==> src/rtl/deco_7seg_pkg.sv <==
// Shared constants for the seven-segment decoder: segment bit positions,
// active-high glyph patterns and the 16-entry code-to-glyph lookup.
package deco_7seg_pkg;

    localparam int SEG_A  = 0;
    localparam int SEG_B  = 1;
    localparam int SEG_C  = 2;
    localparam int SEG_D  = 3;
    localparam int SEG_E  = 4;
    localparam int SEG_F  = 5;
    localparam int SEG_G  = 6;
    localparam int SEG_DP = 7;

    // Glyphs are bit i = segment i lit, g..a in bits 6:0.
    localparam logic [6:0] PAT_0     = 7'h3F;
    localparam logic [6:0] PAT_1     = 7'h06;
    localparam logic [6:0] PAT_2     = 7'h5B;
    localparam logic [6:0] PAT_3     = 7'h4F;
    localparam logic [6:0] PAT_4     = 7'h66;
    localparam logic [6:0] PAT_5     = 7'h6D;
    localparam logic [6:0] PAT_6     = 7'h7D;
    localparam logic [6:0] PAT_7     = 7'h07;
    localparam logic [6:0] PAT_8     = 7'h7F;
    localparam logic [6:0] PAT_9     = 7'h6F;
    localparam logic [6:0] PAT_A     = 7'h77;
    localparam logic [6:0] PAT_B     = 7'h7C;
    localparam logic [6:0] PAT_C     = 7'h39;
    localparam logic [6:0] PAT_D     = 7'h5E;
    localparam logic [6:0] PAT_E     = 7'h79;
    localparam logic [6:0] PAT_F     = 7'h71;
    localparam logic [6:0] PAT_DASH  = 7'h40;
    localparam logic [6:0] PAT_BLANK = 7'h00;

    function automatic logic [6:0] pattern_lookup(input logic [3:0] code);
        logic [6:0] pat;
        pat = PAT_BLANK;
        case (code)
            4'h0: pat = PAT_0;
            4'h1: pat = PAT_1;
            4'h2: pat = PAT_2;
            4'h3: pat = PAT_3;
            4'h4: pat = PAT_4;
            4'h5: pat = PAT_5;
            4'h6: pat = PAT_6;
            4'h7: pat = PAT_7;
            4'h8: pat = PAT_8;
            4'h9: pat = PAT_9;
            4'hA: pat = PAT_A;
            4'hB: pat = PAT_B;
            4'hC: pat = PAT_C;
            4'hD: pat = PAT_D;
            4'hE: pat = PAT_E;
            4'hF: pat = PAT_F;
        endcase
        return pat;
    endfunction

endpackage

==> src/rtl/deco_7seg_lut.sv <==
// Combinational code-to-glyph decode; codes above 9 become a dash when
// hex display is disabled.
module deco_7seg_lut
    import deco_7seg_pkg::*;
(
    input  logic [3:0] digit,
    input  logic       hex_en,
    output logic [6:0] pattern
);

    // NOTE: assigning a default at the top of always_comb guarantees every
    // path drives the output, so no latch is inferred.
    always_comb begin
        pattern = pattern_lookup(digit);
        if (!hex_en && (digit > 4'd9)) begin
            pattern = PAT_DASH;
        end
    end

endmodule

==> src/rtl/deco_7seg.sv <==
// Registered seven-segment digit driver: glyph decode, lamp-test/blank
// priority, decimal-point overlay, polarity and one output register.
module deco_7seg
    import deco_7seg_pkg::*;
#(
    parameter int ACTIVE_LOW = 1,
    parameter int HEX_EN     = 1
) (
    input  logic       clk,
    input  logic       nreset,
    input  logic       en,
    input  logic [3:0] digit,
    input  logic       dp,
    input  logic       blank,
    input  logic       lamp_test,
    output logic [7:0] seg
);

    localparam bit         INVERT   = (ACTIVE_LOW != 0);
    localparam logic [7:0] SEG_DARK = INVERT ? 8'hFF : 8'h00;

    logic [6:0] glyph;
    logic [7:0] pattern;
    logic [7:0] seg_next;

    deco_7seg_lut u_lut (
        .digit   (digit),
        .hex_en  (HEX_EN != 0),
        .pattern (glyph)
    );

    always_comb begin
        pattern = {dp, glyph};
        if (lamp_test) begin
            pattern = 8'hFF;
        end else if (blank) begin
            pattern = 8'h00;
        end
        seg_next = INVERT ? ~pattern : pattern;
    end

    // NOTE: state is updated with non-blocking assignments so every register
    // samples its inputs from before the edge, independent of block order.
    always_ff @(posedge clk) begin
        if (!nreset) begin
            seg <= SEG_DARK;
        end else if (en) begin
            seg <= seg_next;
        end
    end

endmodule

==> config.mk <==
export PLATFORM = sky130hd
export DESIGN_NAME = deco_7seg
export DESIGN_NICKNAME = d
export VERILOG_FILES = /design/src/rtl/deco_7seg_pkg.sv /design/src/rtl/deco_7seg_lut.sv /design/src/rtl/deco_7seg.sv
export SDC_FILE = /design/constraint.sdc
export NUM_CORES = 1
export LEC_CHECK = 0
export ABC_AREA = 1
export BUFFER_PORTS_ARGS = -buffer_cell sky130_fd_sc_hd__buf_2
export CAP_MARGIN = 20
export CORE_UTILIZATION = 43
export CTS_CLUSTER_DIAMETER = 50
export DETAILED_ROUTE_END_ITERATION = 10
export GPL_TIMING_DRIVEN = 0
export PLACE_DENSITY = 0.81
export SETUP_SLACK_MARGIN = 0.4
export SYNTH_ARGS = -nofsm -noshare
export SYNTH_HDL_FRONTEND = slang
export SYNTH_SLANG_ARGS = --single-unit
==> constraint.sdc <==
create_clock -name clk -period 0.9 [get_ports clk]
set_input_delay 0.18 -clock clk [delete_from_list [all_inputs] [get_ports clk]]
set_output_delay 0.18 -clock clk [all_outputs]
set_load 0.01 [all_outputs]
# After elaboration in Yosys (flattened, before gate mapping)
# Memories as Yosys holds them, arrays and structs flattened.
# Index checks and enable logic that the tools add are counted.
[word_totals] reg_bits=8 elab_cells=5 romBits=112 memories=1 input_bits=10 output_inout_bits=8 ramBits=0 latchBits=0
[op_classes] bitwise=1 shift=0 eq_ne=0 div_mod_pow=0 reduce_logical=0 mux=2 multipliers=0 n_lt_le_gt_ge=0 n_addsub=0
[mem_list] memory="(no name shown)" words=16 width=7 read_ports=1 rd_clocked_by_memory_dff=0 wr=0 line_no="deco_7seg_pkg.sv:37" text="case (code)"
[ops] op="8-bit two-way mux" n=2
[ops] op="8-bit inverter" n=1

# Logic depth before layout (Yosys ltp)
# An unclocked memory read counts as a cell.
[depth] word_depth=4 mapped_depth=9

# Modules after synthesis
# A second synthesis with hierarchy kept.
[hier_totals] hier_cells=105 hier_area_um2=630.6
[by_module_without_submodules] mod="deco_7seg" instances=1 cells_each=45 area_per_inst_um2=325.3 seq_area_each_um2=160.2
[by_module_without_submodules] mod="deco_7seg_lut" instances=1 cells_each=60 area_per_inst_um2=305.3 seq_area_each_um2=0.0

# Worst setup path before layout
# No wires, ideal clock.
[synth_path] path_type="input-to-reg" startpoint="input digit[1]" endpoint="register seg[0]" t_required_ns=0.785 n_path_buf=0 arrival_time_ns=0.822 slack_ns=-0.036 cell_stages=8 path_cell_list="inv_1 -> ha_1 -> nand3_1 -> nand2_1 -> nor2_1 -> nand2_1 -> nand2_1 -> nand2_1"
[synth_via] elab_chain_cells=4
[synth_lines] item="start: declaration" line_no="deco_7seg.sv:12" text="input logic [3:0] digit,"
[synth_lines] item="memory read 16 x 7 bit"
[synth_lines] item="8-bit two-way mux" line_no="deco_7seg.sv:36" text="end else if (blank) begin"
[synth_lines] item="8-bit two-way mux" line_no="deco_7seg.sv:34" text="if (lamp_test) begin"
[synth_lines] item="8-bit inverter" line_no="deco_7seg.sv:39" text="seg_next = INVERT ? ~pattern : pattern;"
[synth_lines] item="end signal: assignment" line_no="deco_7seg.sv:48" text="seg <= seg_next;"
[synth_lines] item="end: declaration" line_no="deco_7seg.sv:16" text="output logic [7:0] seg"
# Every way passes these cells.
# A chain may end at the register's enable or synchronous reset.

# Worst setup path in the final report
[layout_path] startpoint="register seg[6]" endpoint="output seg[6]"
# No word-level cell between the ends.

==> flow_metrics.env <==
export IMPL_status="finished with violations"
export IMPL_failed_checks="setup timing"
export IMPL_hold_violations=0
export IMPL_delay_heaviest_family_cp="flip-flops"
export IMPL_avgRoutedWirePerCell_um=16.4
export IMPL_ioPinCount=18
export IMPL_antenna_found_initial=0
export IMPL_power_leakage_nw=0.469
export IMPL_gr_total_overflow=0
export IMPL_slew_headroom_pct=82.5
export IMPL_finClkSkew_ns=0
export IMPL_finalSetupViolations=1
export IMPL_layout_nets=132
export IMPL_rr_startpoint="seg[2]$_SDFFE_PN1P_"
export IMPL_detailroute_via_count=719
export IMPL_worst_slew_pin_transition_ns=0.262
export IMPL_route_detailed_drc=0
export IMPL_ys_async_sr_fraction_pct=0
export IMPL_clk_insertion_delay_late_ns=0.28
export IMPL_synth_edf_count=0
export IMPL_drtAntennaViolNets=0
export IMPL_fp_dieW_um=39.0
export IMPL_holdBufCountCts=0
export IMPL_peakVddDrop_mv=1.13
export IMPL_route_final_wire_length_um=2110
export IMPL_hold_end="seg[7]$_SDFFE_PN1P_"
export IMPL_max_cap_violations=0
export IMPL_netlist_instances=87
export IMPL_via_per_inst=5.62
export IMPL_dieArea_um2=1520
export IMPL_num_antenna_cells=0
export IMPL_critical_path_max_stage_delay_ns=0.35
export IMPL_final_min_clock_period_ns=0.906
export IMPL_die_height_um=39.0
export IMPL_cp_slowest_cell="sky130_fd_sc_hd__dfxtp_2"
export IMPL_synthTopCellsByArea="sky130_fd_sc_hd__dfxtp_1 27%, sky130_fd_sc_hd__nand2_1 20%, sky130_fd_sc_hd__ha_1 13%, sky130_fd_sc_hd__nand3_1 10%, sky130_fd_sc_hd__a21oi_1 5.9%"
export IMPL_synth_top_area_share_pct=27.2
export IMPL_post_dp_cell_area_um2=754
export IMPL_setup_worst_path_start_class="flip-flop"
export IMPL_pre_cts_ws_ns=-0.303
export IMPL_final_period_utilization_pct=101
export IMPL_regMostFlops="seg"
export IMPL_synth_top_cells_by_count="31 x sky130_fd_sc_hd__nand2_1, 12 x sky130_fd_sc_hd__nand3_1, 8 x sky130_fd_sc_hd__dfxtp_1"
export IMPL_first_iter_violations=26
export IMPL_synth_most_common_cell="sky130_fd_sc_hd__nand2_1"
export IMPL_cts_num_sinks=8
export IMPL_clkSlewWorstSetupHoldPaths_ns=0.06
export IMPL_syn_avg_cell_area_um2=6.77
export IMPL_detailedPlacementHpwl_um=1020
export IMPL_critical_path_class="reg2out"
export IMPL_via_count_of_the_first_global_routing_pass=610
export IMPL_seq_area_frac_synth_pct=27.2
export IMPL_gpl_final_weighted_congestion=0.837
export IMPL_global_route_wire_length_before_repair_um=2620
export IMPL_ys_warn_count=0
export IMPL_cts_made_buffers=3
export IMPL_worst_path_cell_trace="buf_6"
export IMPL_floorplan_initialDensity_pct=49.7
export IMPL_final_area_um2=1010
export IMPL_globalRouteTotalUtil_pct=26.7
export IMPL_synth_seq_cells=8
export IMPL_reg2reg_setup_slack_ns=0.03
export IMPL_netlist_top_cell_by_area="sky130_fd_sc_hd__dfxtp_1"
export IMPL_netlist_cell_type_count=16
export IMPL_critPathBufInv=1
export IMPL_drt_pass1_iterations=4
export IMPL_ys_flop_type="sky130_fd_sc_hd__dfxtp_1"
export IMPL_timing_max_transition_violations_final=0
export IMPL_cts_tree="built"
export IMPL_worstHoldStart="nreset"
export IMPL_rsz0062_at_grt="yes"
export IMPL_power_density_nw_per_um2=1140
export IMPL_tns_ns=-0.00612
export IMPL_place_port_buffers=15
export IMPL_hold_path_depth=2
export IMPL_holdCritPathClass="in2reg"
export IMPL_r2r_end="seg[2]$_SDFFE_PN1P_"
export IMPL_post_synthesis_instance_area_um2=589
export IMPL_cts_buffer_depth=2
export IMPL_largestRegisters="seg (8)"
export IMPL_core_area_um2=1190
export IMPL_clk_root_buffer_cell="sky130_fd_sc_hd__clkbuf_4"
export IMPL_synth_fp_nets=103
export IMPL_fin_ws_ns=-0.00612
export IMPL_largest_reg_flops=8
export IMPL_path_max_fanout=2
export IMPL_clock_tree_htree_level_count=1
export IMPL_cp_data_required_time_ns=0.72
export IMPL_worstRegToRegCells=4
export IMPL_fmaxAchievable_mhz=1100
export IMPL_number_of_core_rows=12
export IMPL_timing_critical_path_to_type="output port"
export IMPL_grt_max_degree=11
export IMPL_worstPathArrival_ns=0.73
export IMPL_post_route_cells_drive_above_1_share_pct=57.9
export IMPL_layout_area_overhead_vs_synth_pct=72.2
-- stage by stage --
stage | total power [mW] | hold slack, ns | util, % | instances
3_5_place_dp | 0.685 | 0.362 | 63.6 | 116
2_1_floorplan | 0.594 | 0.249 | - | 87
5_1_grt | 1.18 | 0.0987 | 85.5 | 128
3_3_place_gp | 0.675 | 0.353 | 63.6 | 116
4_1_cts | 1.07 | 0.0789 | 79.0 | 122
6_report | 1.15 | 0.0945 | 85.5 | 128
-- worst register-to-register path, cell delays in order, from the launching register on --
cell and delay [ns]:
sky130_fd_sc_hd__dfxtp_2 0.33, sky130_fd_sc_hd__buf_4 0.13, sky130_fd_sc_hd__buf_4 0.12, sky130_fd_sc_hd__a21oi_2 0.12, sky130_fd_sc_hd__nand2_1 0.06
-- area by class of cell --
cell class / instances / area (um2)
multi-input cells: 67 / 459
repair buffers: 24 / 246
fillers: 66 / 171
flip-flops and latches: 8 / 170
inverters: 10 / 72.6
plain buffers: 2 / 26.3
clock buffers: 3 / 22.5
well taps: 14 / 17.5
-- cells in the final DEF (no fill, tap or decap), drive strengths merged --
cell type | synthesis | routed
a21oi | 7 | 7
a22oi | 1 | 1
buf | 2 | 26
clkbuf | 0 | 3
clkinv | 0 | 1
dfxtp | 8 | 8
ha | 6 | 6
inv | 10 | 9
nand2 | 34 | 34
nand3 | 12 | 12
nor2 | 5 | 5
o211ai | 1 | 1
o21ai | 1 | 1
-- per-layer routing --
| layer | GRT usage (%) | part of all wire [%] | wire length [um] | vias up |
|---|---|---|---|---|
| met4 | 16.4 | 4.7 | 99 | 0 |
| met1 | 25.2 | 40 | 839 | 340 |
| li1 | - | - | - | 331 |
| met5 | 0 | 0 | 0 | - |
| met3 | 9.83 | 5.8 | 123 | 12 |
| met2 | 47.9 | 50 | 1040 | 36 |
-- repair_timing --
item | in CTS | in global routing
buffers inserted | 3 | 6
pin swaps | 18 | 7
endpoints found under the setup margin | 16 | 16
gates cloned | 0 | 0
gates resized for setup | 30 | 6
-- cells by family after synthesis --
group | after synthesis | share of synthesized area (%)
simple gates | 51 | 39.3
fa+ha+maj | 6 | 12.7
compound gates | 10 | 9.34
flops | 8 | 27.2
buf+inv | 12 | 11.5
-- worst max path at each step --
stage	start	endpoint	slack, ns	depth (start not counted)
2_1_floorplan	digit[0]	seg[3]$_SDFFE_PN1P_	0.05	9
3_3_place_gp	digit[0]	seg[3]$_SDFFE_PN1P_	-0.29	10
3_5_place_dp	digit[0]	seg[3]$_SDFFE_PN1P_	-0.30	10
4_1_cts	seg[2]$_SDFFE_PN1P_	seg[2]	0.02	1
5_1_grt	seg[2]$_SDFFE_PN1P_	seg[2]	-0.008	1
6_report	seg[6]$_SDFFE_PN1P_	seg[6]	-0.006	1
-- report_power, final --
group | total (mW) | leakage, nW | switching (mW) | internal [mW]
Sequential | 0.411 | 0.0651 | 0.0220 | 0.389
Clock | 0.310 | 0.0138 | 0.156 | 0.155
Combinational | 0.430 | 0.390 | 0.215 | 0.215
Total | 1.15 | 0.469 | 0.393 | 0.759
Power figures use the tool's default switching activity.
